## src/rtl/col_hit_reader.sv

```systemverilog
// col_hit_reader: drains one event's hits from the head of a column chain into
// a small output FIFO.
//
// Sequence: startRead -> LATCH (sample the pending-hit count, capped at
// MAXHITS) -> FETCH (pop the chain at most once every two cycles while the
// FIFO has room) -> DONE (one-cycle colDone pulse) -> IDLE.
//
// Ports
//   clk, rstn           single clock; asynchronous active-low reset
//   startRead           one-cycle request to read the current event
//   dnHits, dnData      pending-hit count and head word of the column chain
//   dnRead              one-cycle pop strobe to the chain
//   outData/outParity   registered FIFO head word and its parity
//   outValid/outReady   output handshake; a word moves when both are 1
//   busy                event in progress (LATCH, FETCH or DONE)
//   colDone, hitCount   completion pulse and number of words fetched
//   startErr            sticky flag: startRead seen while not idle
//
// Build option: define COL_READ_PARITY_EN to store even parity per FIFO entry
// and present it on outParity; otherwise outParity is tied to 0.
module col_hit_reader #(
  parameter int FIFODEPTH = 4,
  parameter int MAXHITS   = 16
) (
  input  logic        clk,
  input  logic        rstn,
  input  logic        startRead,
  input  logic [4:0]  dnHits,
  input  logic [45:0] dnData,
  output logic        dnRead,
  output logic [45:0] outData,
  output logic        outParity,
  output logic        outValid,
  input  logic        outReady,
  output logic        busy,
  output logic        colDone,
  output logic [4:0]  hitCount,
  output logic        startErr
);

  localparam int PW = $clog2(FIFODEPTH);
`ifdef COL_READ_PARITY_EN
  localparam int EW = 47;
`else
  localparam int EW = 46;
`endif

  typedef enum logic [1:0] {IDLE = 2'd0, LATCH = 2'd1, FETCH = 2'd2, DONE = 2'd3} state_t;

  state_t        state_q, state_d;
  logic [4:0]    rem_q, rem_d;
  logic [4:0]    fetched_q, fetched_d;
  logic [4:0]    hit_count_q, hit_count_d;
  logic          popped_q, popped_d;
  logic          start_err_q, start_err_d;
  logic          rdy_q;
  logic [PW:0]   wr_ptr_q, wr_ptr_d, rd_ptr_q, rd_ptr_d;
  logic [EW-1:0] mem_q [FIFODEPTH];
  logic [EW-1:0] mem_d [FIFODEPTH];
  logic          out_valid_q, out_valid_d;
  logic [EW-1:0] out_word_q, out_word_d;
  logic [EW-1:0] wr_word;
  logic          fifo_full, fifo_wr, fifo_rd;

`ifdef COL_READ_PARITY_EN
  assign wr_word = {^dnData, dnData};
`else
  assign wr_word = dnData;
`endif

  // Same slot index with differing wrap bits means full.
  assign fifo_full = (wr_ptr_q[PW] != rd_ptr_q[PW]) &&
                     (wr_ptr_q[PW-1:0] == rd_ptr_q[PW-1:0]);

  // Control FSM: next state, counters and the pop strobe.
  always_comb begin
    state_d     = state_q;
    rem_d       = rem_q;
    fetched_d   = fetched_q;
    hit_count_d = hit_count_q;
    start_err_d = start_err_q;
    dnRead      = 1'b0;
    if (startRead && state_q != IDLE) start_err_d = 1'b1;
    case (state_q)
      IDLE: begin
        // rdy_q masks the first edge after reset release.
        if (startRead && rdy_q) begin
          state_d   = LATCH;
          fetched_d = '0;
        end
      end
      LATCH: begin
        rem_d   = (int'(dnHits) > MAXHITS) ? 5'(MAXHITS) : dnHits;
        state_d = (rem_d == '0) ? DONE : FETCH;
      end
      FETCH: begin
        if (rem_q == '0) begin
          state_d = DONE;
        end else if (!fifo_full && !popped_q) begin
          // popped_q spaces pops two cycles apart so the chain can advance.
          dnRead    = 1'b1;
          rem_d     = rem_q - 5'd1;
          fetched_d = fetched_q + 5'd1;
          if (rem_q == 5'd1) state_d = DONE;
        end
      end
      DONE:    state_d = IDLE;
      default: state_d = IDLE;
    endcase
    // Load on DONE entry so hitCount is already valid alongside colDone.
    if (state_d == DONE && state_q != DONE) hit_count_d = fetched_d;
  end

  assign popped_d = dnRead;

  // Output FIFO. The head word is re-registered each cycle from the updated
  // storage, so a write into an empty FIFO appears on outData one cycle later.
  always_comb begin
    fifo_wr  = dnRead;
    fifo_rd  = out_valid_q & outReady;
    wr_ptr_d = wr_ptr_q + (PW+1)'(fifo_wr);
    rd_ptr_d = rd_ptr_q + (PW+1)'(fifo_rd);
    mem_d    = mem_q;
    if (fifo_wr) mem_d[wr_ptr_q[PW-1:0]] = wr_word;
    out_valid_d = (wr_ptr_d != rd_ptr_d);
    out_word_d  = mem_d[rd_ptr_d[PW-1:0]];
  end

  always_ff @(posedge clk or negedge rstn) begin
    if (!rstn) begin
      state_q     <= IDLE;
      rem_q       <= '0;
      fetched_q   <= '0;
      hit_count_q <= '0;
      popped_q    <= 1'b0;
      start_err_q <= 1'b0;
      rdy_q       <= 1'b0;
      wr_ptr_q    <= '0;
      rd_ptr_q    <= '0;
      mem_q       <= '{default: '0};
      out_valid_q <= 1'b0;
      out_word_q  <= '0;
    end else begin
      state_q     <= state_d;
      rem_q       <= rem_d;
      fetched_q   <= fetched_d;
      hit_count_q <= hit_count_d;
      popped_q    <= popped_d;
      start_err_q <= start_err_d;
      rdy_q       <= 1'b1;
      wr_ptr_q    <= wr_ptr_d;
      rd_ptr_q    <= rd_ptr_d;
      mem_q       <= mem_d;
      out_valid_q <= out_valid_d;
      out_word_q  <= out_word_d;
    end
  end

  assign outData  = out_word_q[45:0];
`ifdef COL_READ_PARITY_EN
  assign outParity = out_word_q[46];
`else
  assign outParity = 1'b0;
`endif
  assign outValid = out_valid_q;
  assign busy     = (state_q != IDLE);
  assign colDone  = (state_q == DONE);
  assign hitCount = hit_count_q;
  assign startErr = start_err_q;

endmodule

```

## config.mk

```make
export PLATFORM = sky130hd
export DESIGN_NAME = col_hit_reader
export DESIGN_NICKNAME = d
export VERILOG_FILES = /design/src/rtl/col_hit_reader.sv
export SDC_FILE = /design/constraint.sdc
export NUM_CORES = 1
export LEC_CHECK = 0
export CAP_MARGIN = 20
export CELL_PAD_IN_SITES_DETAIL_PLACEMENT = 0
export CELL_PAD_IN_SITES_GLOBAL_PLACEMENT = 1
export CORE_AREA = 2 2 171 173
export DETAILED_ROUTE_END_ITERATION = 16
export DIE_AREA = 0 0 173 175
export PLACE_DENSITY_LB_ADDON = 0.3
export SLEW_MARGIN = 40
export SYNTH_ARGS = -nofsm -noshare
export SYNTH_HDL_FRONTEND = slang
export SYNTH_SLANG_ARGS = --single-unit
```

## constraint.sdc

```tcl
create_clock -name clk -period 2.6 [get_ports clk]
set_input_delay 0.39 -clock clk [delete_from_list [all_inputs] [get_ports clk]]
set_output_delay 0.39 -clock clk [all_outputs]
set_load 0.005 [all_outputs]
```

# ---- Yosys cells after proc, flatten, opt, wreduce, memory -nomap -nowiden
# Cells that the tools add are included.
dict set report totals {
  ff_bits 257
  latch_bits 0
  mem_bits_rw 0
  mem_bits_ro 0
  input_bits 55
  out_inout_bits 57
  wordCells 75
  mem_count 0
}
dict set report op_classes {
  n_addsub 4
  multipliers 0
  n_div 0
  order_cmp 4
  n_eq_ne 11
  shifts 0
  muxes 24
  n_bitwise 3
  reduce_logical 14
}
# cell count
set op_table {}
lappend op_table {{184-bit bitwise mux} 1}
lappend op_table {{184-bit two-way mux} 1}
lappend op_table {{46-bit two-way mux} 3}
lappend op_table {{46-bit binary-select mux with 2-bit select} 1}
lappend op_table {{46-bit demux with 2-bit select} 1}
lappend op_table {{5-bit two-way mux} 6}
lappend op_table {{5-bit case mux with 2 select lines} 2}
lappend op_table {{5-bit zero test} 2}
lappend op_table {{2-bit two-way mux} 4}
lappend op_table {{2-bit case mux with 4 select lines} 1}
lappend op_table {{3-bit by 1-bit adder with 3-bit output} 2}
lappend op_table {{2-bit == test (second input constant)} 3}
lappend op_table {{3-bit greater-or-equal comparator (second input constant)} 2}
lappend op_table {{1-bit logical AND} 6}
lappend op_table {{2-bit inequality test (second input constant)} 3}
lappend op_table {{2-bit NOT with 3-bit output} 2}
lappend op_table {{5-bit by 1-bit adder with 5-bit output (second input constant)} 1}
lappend op_table {{5-bit by 1-bit == test with 1-bit output (second input constant)} 1}
lappend op_table {{5-bit greater-than comparator (second input constant)} 1}
lappend op_table {{5-bit by 1-bit subtractor with 5-bit output (second input constant)} 1}
lappend op_table {{1-bit two-way mux} 4}
lappend op_table {{2-bit nonzero test} 2}
lappend op_table {{3-bit by 1-bit < comparator with 1-bit output (second input constant)} 1}
lappend op_table {{3-bit inequality test} 1}
lappend op_table {{7 further kinds} 8}

# ---- Logic depth before layout (Yosys ltp)
# Gate-level depths: netlist of the first run.
dict set report logic_depth {
  ltp_word 11
  mapped_depth 12
  ltp_nobuf 10
}

# ---- Worst setup path after synthesis of the first run
# OpenSTA, ideal clock, no wires.
dict set report synth_timing {
  path_kind {flip-flop to flip-flop}
  startpoint {reg rem_q[0]}
  endpoint {reg out_valid_q, in the netlist outValid}
  setup_time_ns 0.131
  arrival_time_ns 2.776
  required_time_ns 2.469
  slack_ns -0.307
  stages_incl_launch_ff 13
  n_path_buf 2
  synth_period_minus_slack_ns 2.907
  path_cell_list {dfrtp_1 -> inv_1 -> ha_1 -> or4b_4 -> o311ai_4 -> buf_6 -> buf_2 -> nor2_1 -> ha_1 -> ha_1 -> xor2_1 -> xor2_1 -> or3_1}
}
dict set report synth_between {
  elab_chain_cells 5
}
# element line_no
set synth_rtl {}
lappend synth_rtl {{from (decl)} 51} ;# logic [4:0] rem_q, rem_d;
lappend synth_rtl {{from (signal assigned)} 145} ;# rem_q <= rem_d;
lappend synth_rtl {{5-bit zero test} 97} ;# if (rem_q == '0) begin
lappend synth_rtl {{1-bit two-way mux} 97}
lappend synth_rtl {{1-bit two-way mux} 84} ;# case (state_q)
lappend synth_rtl {{net dnRead} 30} ;# output logic dnRead,
lappend synth_rtl {{3-bit by 1-bit adder with 3-bit output} 121} ;# wr_ptr_d = wr_ptr_q + (PW+1)'(fifo_wr);
lappend synth_rtl {{net wr_ptr_d[2]} 57} ;# logic [PW:0] wr_ptr_q, wr_ptr_d, rd_ptr_q, rd_ptr_d;
lappend synth_rtl {{3-bit inequality test} 125} ;# out_valid_d = (wr_ptr_d != rd_ptr_d);
lappend synth_rtl {{net out_valid_d} 60} ;# logic out_valid_q, out_valid_d;
lappend synth_rtl {{to (signal assigned)} 154} ;# out_valid_q <= out_valid_d;
lappend synth_rtl {{to (decl)} 60}
# The timed path passes the listed nets, and every way through them passes these cells.
# A chain may end at the register's enable or synchronous reset.

# ---- Worst setup path in the final report of the first run
dict set report layout_timing {
  startpoint {reg rem_q[1]}
  endpoint {out dnRead}
}
dict set report layout_between {
  elab_chain_cells 3
}
# element line_no
set layout_rtl {}
lappend layout_rtl {{5-bit zero test} 97}
lappend layout_rtl {{1-bit two-way mux} 97}
lappend layout_rtl {{1-bit two-way mux} 84}
lappend layout_rtl {{to (decl)} 30}
# No other way between the ends.

==> metrics.md, run 1 <==
| Metric | Value |
|---|---|
| Antenna cell count | 0 |
| DRT iter0 DRCs | 351 |
| Largest net degree at the start of global routing | 70 |
| R2R Setup Slk | 0.11 ns |
| Worst-path cell chain | inv_2, ha_1, or4b_4, o311ai_4, nor2_4, dlygate4sd2_1 |
| Worst Hold Class | in2async |
| CP max-delay cell | or4b_4 |
| Die H | 175 um |
| Placer Congestion | 0.748 |
| I/O Pins | 112 |
| Worst-margin pin slew | 0.779 ns |
| Synth warn | 0 |
| Syn Std Cell Area | 12100 sq um |
| Final #Nets | 1117 |
| Final Cell Area | 15100 sq um |
| Footprint of the multi-input gates | 5330 sq um |
| Register area | 6430 sq um |
| Clk_lat worst skew | 0.54 ns |
| Synth Register Bits | 257 |
| Dpl cell area | 14100 sq um |
| Rows | 62 |
| Post-Place Cells | 1395 |
| Fin crit period | 2.52 ns |
| Startpoint types | flip-flop |
| FFs w/ async S/R, synth | 1.00 |
| Post-DP HPWL | 18.7 mm |
| GRT Util Overall | 0.196 |
| Vias in the first global route | 8571 |
| Critical path capture point type | output port |
| Worst r2r dst | mem_q[10]$_DFF_PN0_ |
| Most common cell after layout, fill and taps aside | dfrtp_1 |
| First-pass GRT wire length | 47.8 mm |
| Initial antenna violation count | 0 |
| Leakage power | 6.12 nW |
| CORE AREA | 28400 sq um |
| Via Count | 7972 |
| CTS Sinks | 257 |
| CP top delay family | simple AND/OR/NAND/NOR gates |
| Syn nets | 974 |
| DRT Pass-1 Iters | 4 |
| Final ANT Viol Nets | 0 |
| Worst reg2reg startpoint | rem_q[1]$_DFFE_PN0P_ |
| Clk slew on worst S/H paths | 0.06 ns |
| EDFF count, synth | 0 |
| WL per Instance | 20.1 um |
| WP data required | 2.21 ns |
| Setup violators final | 0 |
| Top_reg_cell synth | dfrtp_1 |
| Post-synth cell types | 52 |
| Final Max Slew Viols | 0 |
| Cell depth of the worst setup path | 6 |
| Drt total wl | 29.2 mm |
| Max-Cap Viols | 0 |
| R2R depth | 8 |
| Grt ovf | 0 |
| Maximum clock frequency | 396 MHz |
| Clock Skew | 0.00995 ns |
| Max_slew headroom | 0.479 |
| P per Cell Area | 1550 nW/um^2 |
| CP bufs+invs | 2 |
| Peak VDD IR | 1.04 mV |
| Cells after Synth | 907 |
| Run status | finished, final reports clean |
| Most frequent cells in the layout | dfrtp_1 (257), mux2_2 (181), clkdlybuf4s50_1 (108) |
| Cts bufs inserted | 29 |
| Critical path's largest stage delay | 0.48 ns |
| Area Growth Syn to Fin | 24.8% |
| Final Power | 23.3 mW |
| Starting Density | 0.426 |
| Critical path fanouts, max | 4 |
| Synthesized area per cell | 13.3 sq um |
| Fin cells | 1451 |
| Final period util | 0.971 |
| Port bufs | 110 |
| Die Wd | 173 um |
| RSZ-0062 raised after global routing | false |
| CTS Buffer Depth | 3 |
| Total die area | 30300 sq um |
| Vias per cell | 5.49 |
| # DRC | 0 |
| Sequential fraction of the synthesis area | 0.532 |
| Fill cell count | 2532 |
| Root Buffer | clkbuf_16 |
| Hold Violations, Final | 0 |
| CTS tree | done |
| Crit Path Class | reg2out |
| CTS H-Tree Depth | 1 |
| Layout cells sized above 1 | 0.381 |
| Worst Path Arrival | 2.13 ns |
-- final cells by class --
class | count | share of cell area
sequential | 257 | 0.426
multi-input combinational | 568 | 0.353
tap | 384 | 0.0318
inverter | 10 | 0.00249
clock inverter | 3 | 0.00124
timing repair buffer | 184 | 0.128
clock buffer | 45 | 0.0567
-- metrics by stage --
step | setup WS (ns) | hold slack, ns | setup TNS, ns | utilization
2_1_floorplan | -0.0751 | 0.0944 | -0.0751 | -
3_3_place_gp | -0.133 | 0.409 | -4.02 | 0.497
3_5_place_dp | -0.162 | 0.408 | -3.50 | 0.497
4_1_cts | 0.0130 | 0.438 | 0 | 0.529
5_1_grt | 0.00352 | 0.463 | 0 | 0.531
6_report | 0.0763 | 0.418 | 0 | 0.531
-- power breakdown --
group	internal, mW	switching [mW]	leakage, nW
logic	6.41	5.97	2.67
clock network	2.23	1.54	0.431
registers	6.13	1.08	3.01
-- logic make-up after synthesis --
kind of cell	after synthesis	synth area share
buffers and inverters	82	0.0368
xor gates and xnor gates	14	0.0123
AOI/OAI and AO/OA	209	0.176
muxes	190	0.178
adders and majority gates	12	0.0124
other	2	0.000621
DFF	257	0.532
and+or+nand+nor	141	0.0520
-- synthesized netlist by cell type, types with 3 or more instances --
cell      number  area share
a21oi_1        4      0.0017
a311oi_1       5      0.0036
buf_12         4      0.0066
buf_2         22      0.0091
buf_4          6      0.0037
buf_6          3      0.0028
clkbuf_1      37       0.011
dfrtp_1      257        0.53
ha_1          12       0.012
inv_1         10      0.0031
mux2_1         3      0.0028
mux2_2       181        0.17
mux2_4         5      0.0062
nand2_1        9      0.0028
nand2b_1       3      0.0016
nand3_1       10      0.0041
nor2_1        99       0.031
o211ai_1       3      0.0019
o21bai_1       6      0.0037
o21bai_2      40       0.037
o22ai_1       46       0.024
o32ai_1        6      0.0043
o32ai_2       40       0.054
o41ai_1       46       0.033
or3_1          5      0.0026
xnor2_1        4      0.0029
xor2_1         8      0.0058
-- registers in the layout, summed over array words and instances, names as in the netlist --
register / flops
mem_q: 184
outData: 46
fetched_q: 5
hitCount: 5
rem_q: 5
rd_ptr_q: 3
wr_ptr_q: 3
state_q: 2
outValid: 1
popped_q: 1
rdy_q: 1
startErr: 1
-- worst max-delay path by stage --
| stage | startpoint | endpoint | slack, ns |
|---|---|---|---|
| 2_1_floorplan | rem_q[0]$_DFFE_PN0P_ | outValid$_DFF_PN0_ | -0.08 |
| 3_3_place_gp | outReady | outData[45]$_DFF_PN0_ | -0.13 |
| 3_5_place_dp | outReady | outData[41]$_DFF_PN0_ | -0.16 |
| 4_1_cts | rem_q[1]$_DFFE_PN0P_ | outData[9]$_DFF_PN0_ | 0.01 |
| 5_1_grt | rem_q[1]$_DFFE_PN0P_ | dnRead | 0.004 |
| 6_report | rem_q[1]$_DFFE_PN0P_ | dnRead | 0.08 |
-- metal layers --
metal	up-vias	wire length [um]	global-route usage	share of wire
li1	3684	-	-	-
met1	4115	13200	0.264	0.45
met4	0	378	0.0378	0.013
met2	137	14400	0.335	0.49
met5	-	0	0	0
met3	36	1250	0.0344	0.043
-- what timing repair did --
item                                    4_1_cts  5_1_grt
buffers inserted                              3        4
hold buffers                                  1        0
endpoints found under the setup margin       19       65
endpoints found under the hold margin        64        0
gates resized for setup                       4        5
pin swaps                                     3        1
No activity file was read; power rests on OpenSTA's default activity.
==> inputs of run 2 (changes only) <==
--- a/config.mk
+++ b/config.mk
@@ -12,6 +12,7 @@
 export DETAILED_ROUTE_END_ITERATION = 16
 export DIE_AREA = 0 0 173 175
 export PLACE_DENSITY_LB_ADDON = 0.3
+export SETUP_SLACK_MARGIN = 0.3
 export SLEW_MARGIN = 40
 export SYNTH_ARGS = -nofsm -noshare
 export SYNTH_HDL_FRONTEND = slang
==> metrics.md, run 2 (same netlist as run 1, synthesis figures left out) <==
| Metric | Value |
|---|---|
| Grt ovf | 0 |
| WP data required | 3.00 ns |
| Largest net degree at the start of global routing | 70 |
| Pint | 17.3 mW |
| Final #Nets | 1173 |
| Layout cells sized above 1 | 0.482 |
| DRT Pass-1 Iters | 4 |
| Final Max Slew Viols | 0 |
| Die Wd | 173 um |
| Clk slew on worst S/H paths | 0.06 ns |
| CP max-delay cell | or4b_4 |
| Comb pwr share | 0.589 |
| Startpoint types | flip-flop |
| R2R Setup Slk | 0.15 ns |
| NetSw | 10.3 mW |
| Worst Hold Class | in2async |
| Worst Path Arrival | 2.85 ns |
| I/O Pins | 112 |
| Initial antenna violation count | 1 |
| Maximum clock frequency | 408 MHz |
| Max reg flops | 184 |
| Worst-path cell chain | inv_2, ha_1, or4b_4, o311ai_4, buf_6, buf_6, buf_6, o21ai_4, buf_12, buf_16, o22ai_4, o32ai_2 |
| Vias in the first global route | 9116 |
| Cts bufs inserted | 29 |
| CTS H-Tree Depth | 1 |
| P per Cell Area | 1620 nW/um^2 |
| Critical path fanouts, max | 8 |
| Clk pwr share | 0.138 |
| Setup_tns | 0 ns |
| First-pass GRT wire length | 53.1 mm |
| Root Buffer | clkbuf_16 |
| Met2 Resource Use GR | 0.376 |
| GRT Util Overall | 0.221 |
| Rows | 62 |
| DRT iter0 DRCs | 412 |
| Switching share of power | 0.373 |
| GRT met3 Usage | 0.0352 |
| M1 GR Usage | 0.300 |
| CTS tree | done |
| Register area | 6430 sq um |
| Most frequent cells in the layout | dfrtp_1 (257), mux2_2 (141), clkdlybuf4s50_1 (108) |
| CTS Buffer Depth | 3 |
| Max_slew headroom | 0.575 |
| Critical path capture point type | flip-flop |
| CORE AREA | 28400 sq um |
| WHS | 0.415 ns |
| Final ANT Viol Nets | 0 |
| Post-DP HPWL | 18.7 mm |
| Fin crit period | 2.45 ns |
| Peak VDD IR | 1.19 mV |
| Final core utilization | 0.598 |
| Flop pwr share | 0.273 |
| Vias per cell | 5.63 |
| Final period util | 0.943 |
| WL per Instance | 22.4 um |
| Hold Violations, Final | 0 |
| Most common cell after layout, fill and taps aside | dfrtp_1 |
| Critical path's largest stage delay | 0.48 ns |
| Placer Congestion | 0.748 |
| Starting Density | 0.426 |
| Reg with most FFs | mem_q |
| Die H | 175 um |
| Max-Cap Viols | 0 |
| Via Count | 8493 |
| # DRC | 0 |
| Most used cell, CP | buf_6 |
| Clock Skew | 0.00690 ns |
| RSZ-0062 raised after global routing | true |
| CTS Sinks | 257 |
| Clk_lat worst skew | 0.54 ns |
| Total die area | 30300 sq um |
| Run status | finished, final reports clean |
| Footprint of the multi-input gates | 6240 sq um |
| Fill cell count | 2241 |
| Port bufs | 110 |
| Area Growth Syn to Fin | 40.4% |
| Drt total wl | 33.8 mm |
| GRT busiest layer | met2 |
| Leakage power | 6.98 nW |
| Worst-margin pin slew | 0.635 ns |
| Crit Path Class | reg2reg |
| Setup violators final | 0 |
==> run 2: changes by cell type in the layout (fill, tap and decap cells not counted), sizes merged <==
cell         delta
clkbuf          +5
nor2            +1
buf            +50
dlygate4sd2     -1
bufbuf          +1
diode           +1
==> run 2: worst paths after layout <==
check | from | cells past startpoint | end
worst min-delay path | rstn | 2 | outData[37]$_DFF_PN0_
worst max-delay path | rem_q[0]$_DFFE_PN0P_ | 12 | outData[39]$_DFF_PN0_
worst max register to register | rem_q[0]$_DFFE_PN0P_ | 12 | outData[39]$_DFF_PN0_
max in group asynchronous | rstn | 3 | mem_q[116]$_DFF_PN0_
worst min register to register | startErr$_DFFE_PN0P_ | 1 | startErr$_DFFE_PN0P_
min in group clk | startErr$_DFFE_PN0P_ | 1 | startErr$_DFFE_PN0P_
==> run 2: critical path, delay by kind of cell, from the launching register on <==
kind,cells,cell delay [ns]
AND/OR/NAND/NOR,1,0.48
flip-flops,1,0.38
AO/OA/AOI/OAI,4,0.54
buffers and inverters,6,0.78
adder cells (fa/ha/maj),1,0.12
==> run 2: final cells by class <==
cell class,instances,share of cell area
Multi-Input combinational cell,569,0.367
Clock buffer,45,0.0504
Antenna cell,1,0.000147
Sequential cell,257,0.379
Tap cell,384,0.0283
Clock inverter,3,0.00111
Inverter,10,0.00221
Timing Repair Buffer,239,0.172
==> run 2: what timing repair did <==
item                       in CTS  in global routing
buffers inserted               33                 12
resized for setup             157                 78
hold endpoints to repair       64                  0
cloned                         15                  3
pin swaps                      51                 12
setup endpoints to repair     232                189
hold buffers                    1                  0
==> run 2: power groups by stage <==
stage,Clock [mW],Sequential [mW],Combinational [mW]
floorplan,0,6.99,7.95
global placement,0,7.22,12.0
detailed placement,0,7.26,12.2
CTS,3.87,7.34,15.1
global route,4.05,7.78,17.2
finish,3.79,7.52,16.2
==> run 2: metrics by stage <==
step	area [sq um]	std cells	total power, mW	setup WS [ns]
CTS	16400	1492	26.3	0.141
global placement	14100	1395	19.2	-0.133
detailed placement	14100	1395	19.4	-0.162
floorplan	12100	907	14.9	-0.0751
global route	17000	1508	29.1	0.0733
finish	17000	1508	27.5	0.148
==> run 2: per-layer routing <==
metal | part of all wire | vias up
met5 | 0 | -
met4 | 0.017 | 0
met3 | 0.048 | 50
met2 | 0.50 | 186
met1 | 0.44 | 4463
li1 | - | 3794
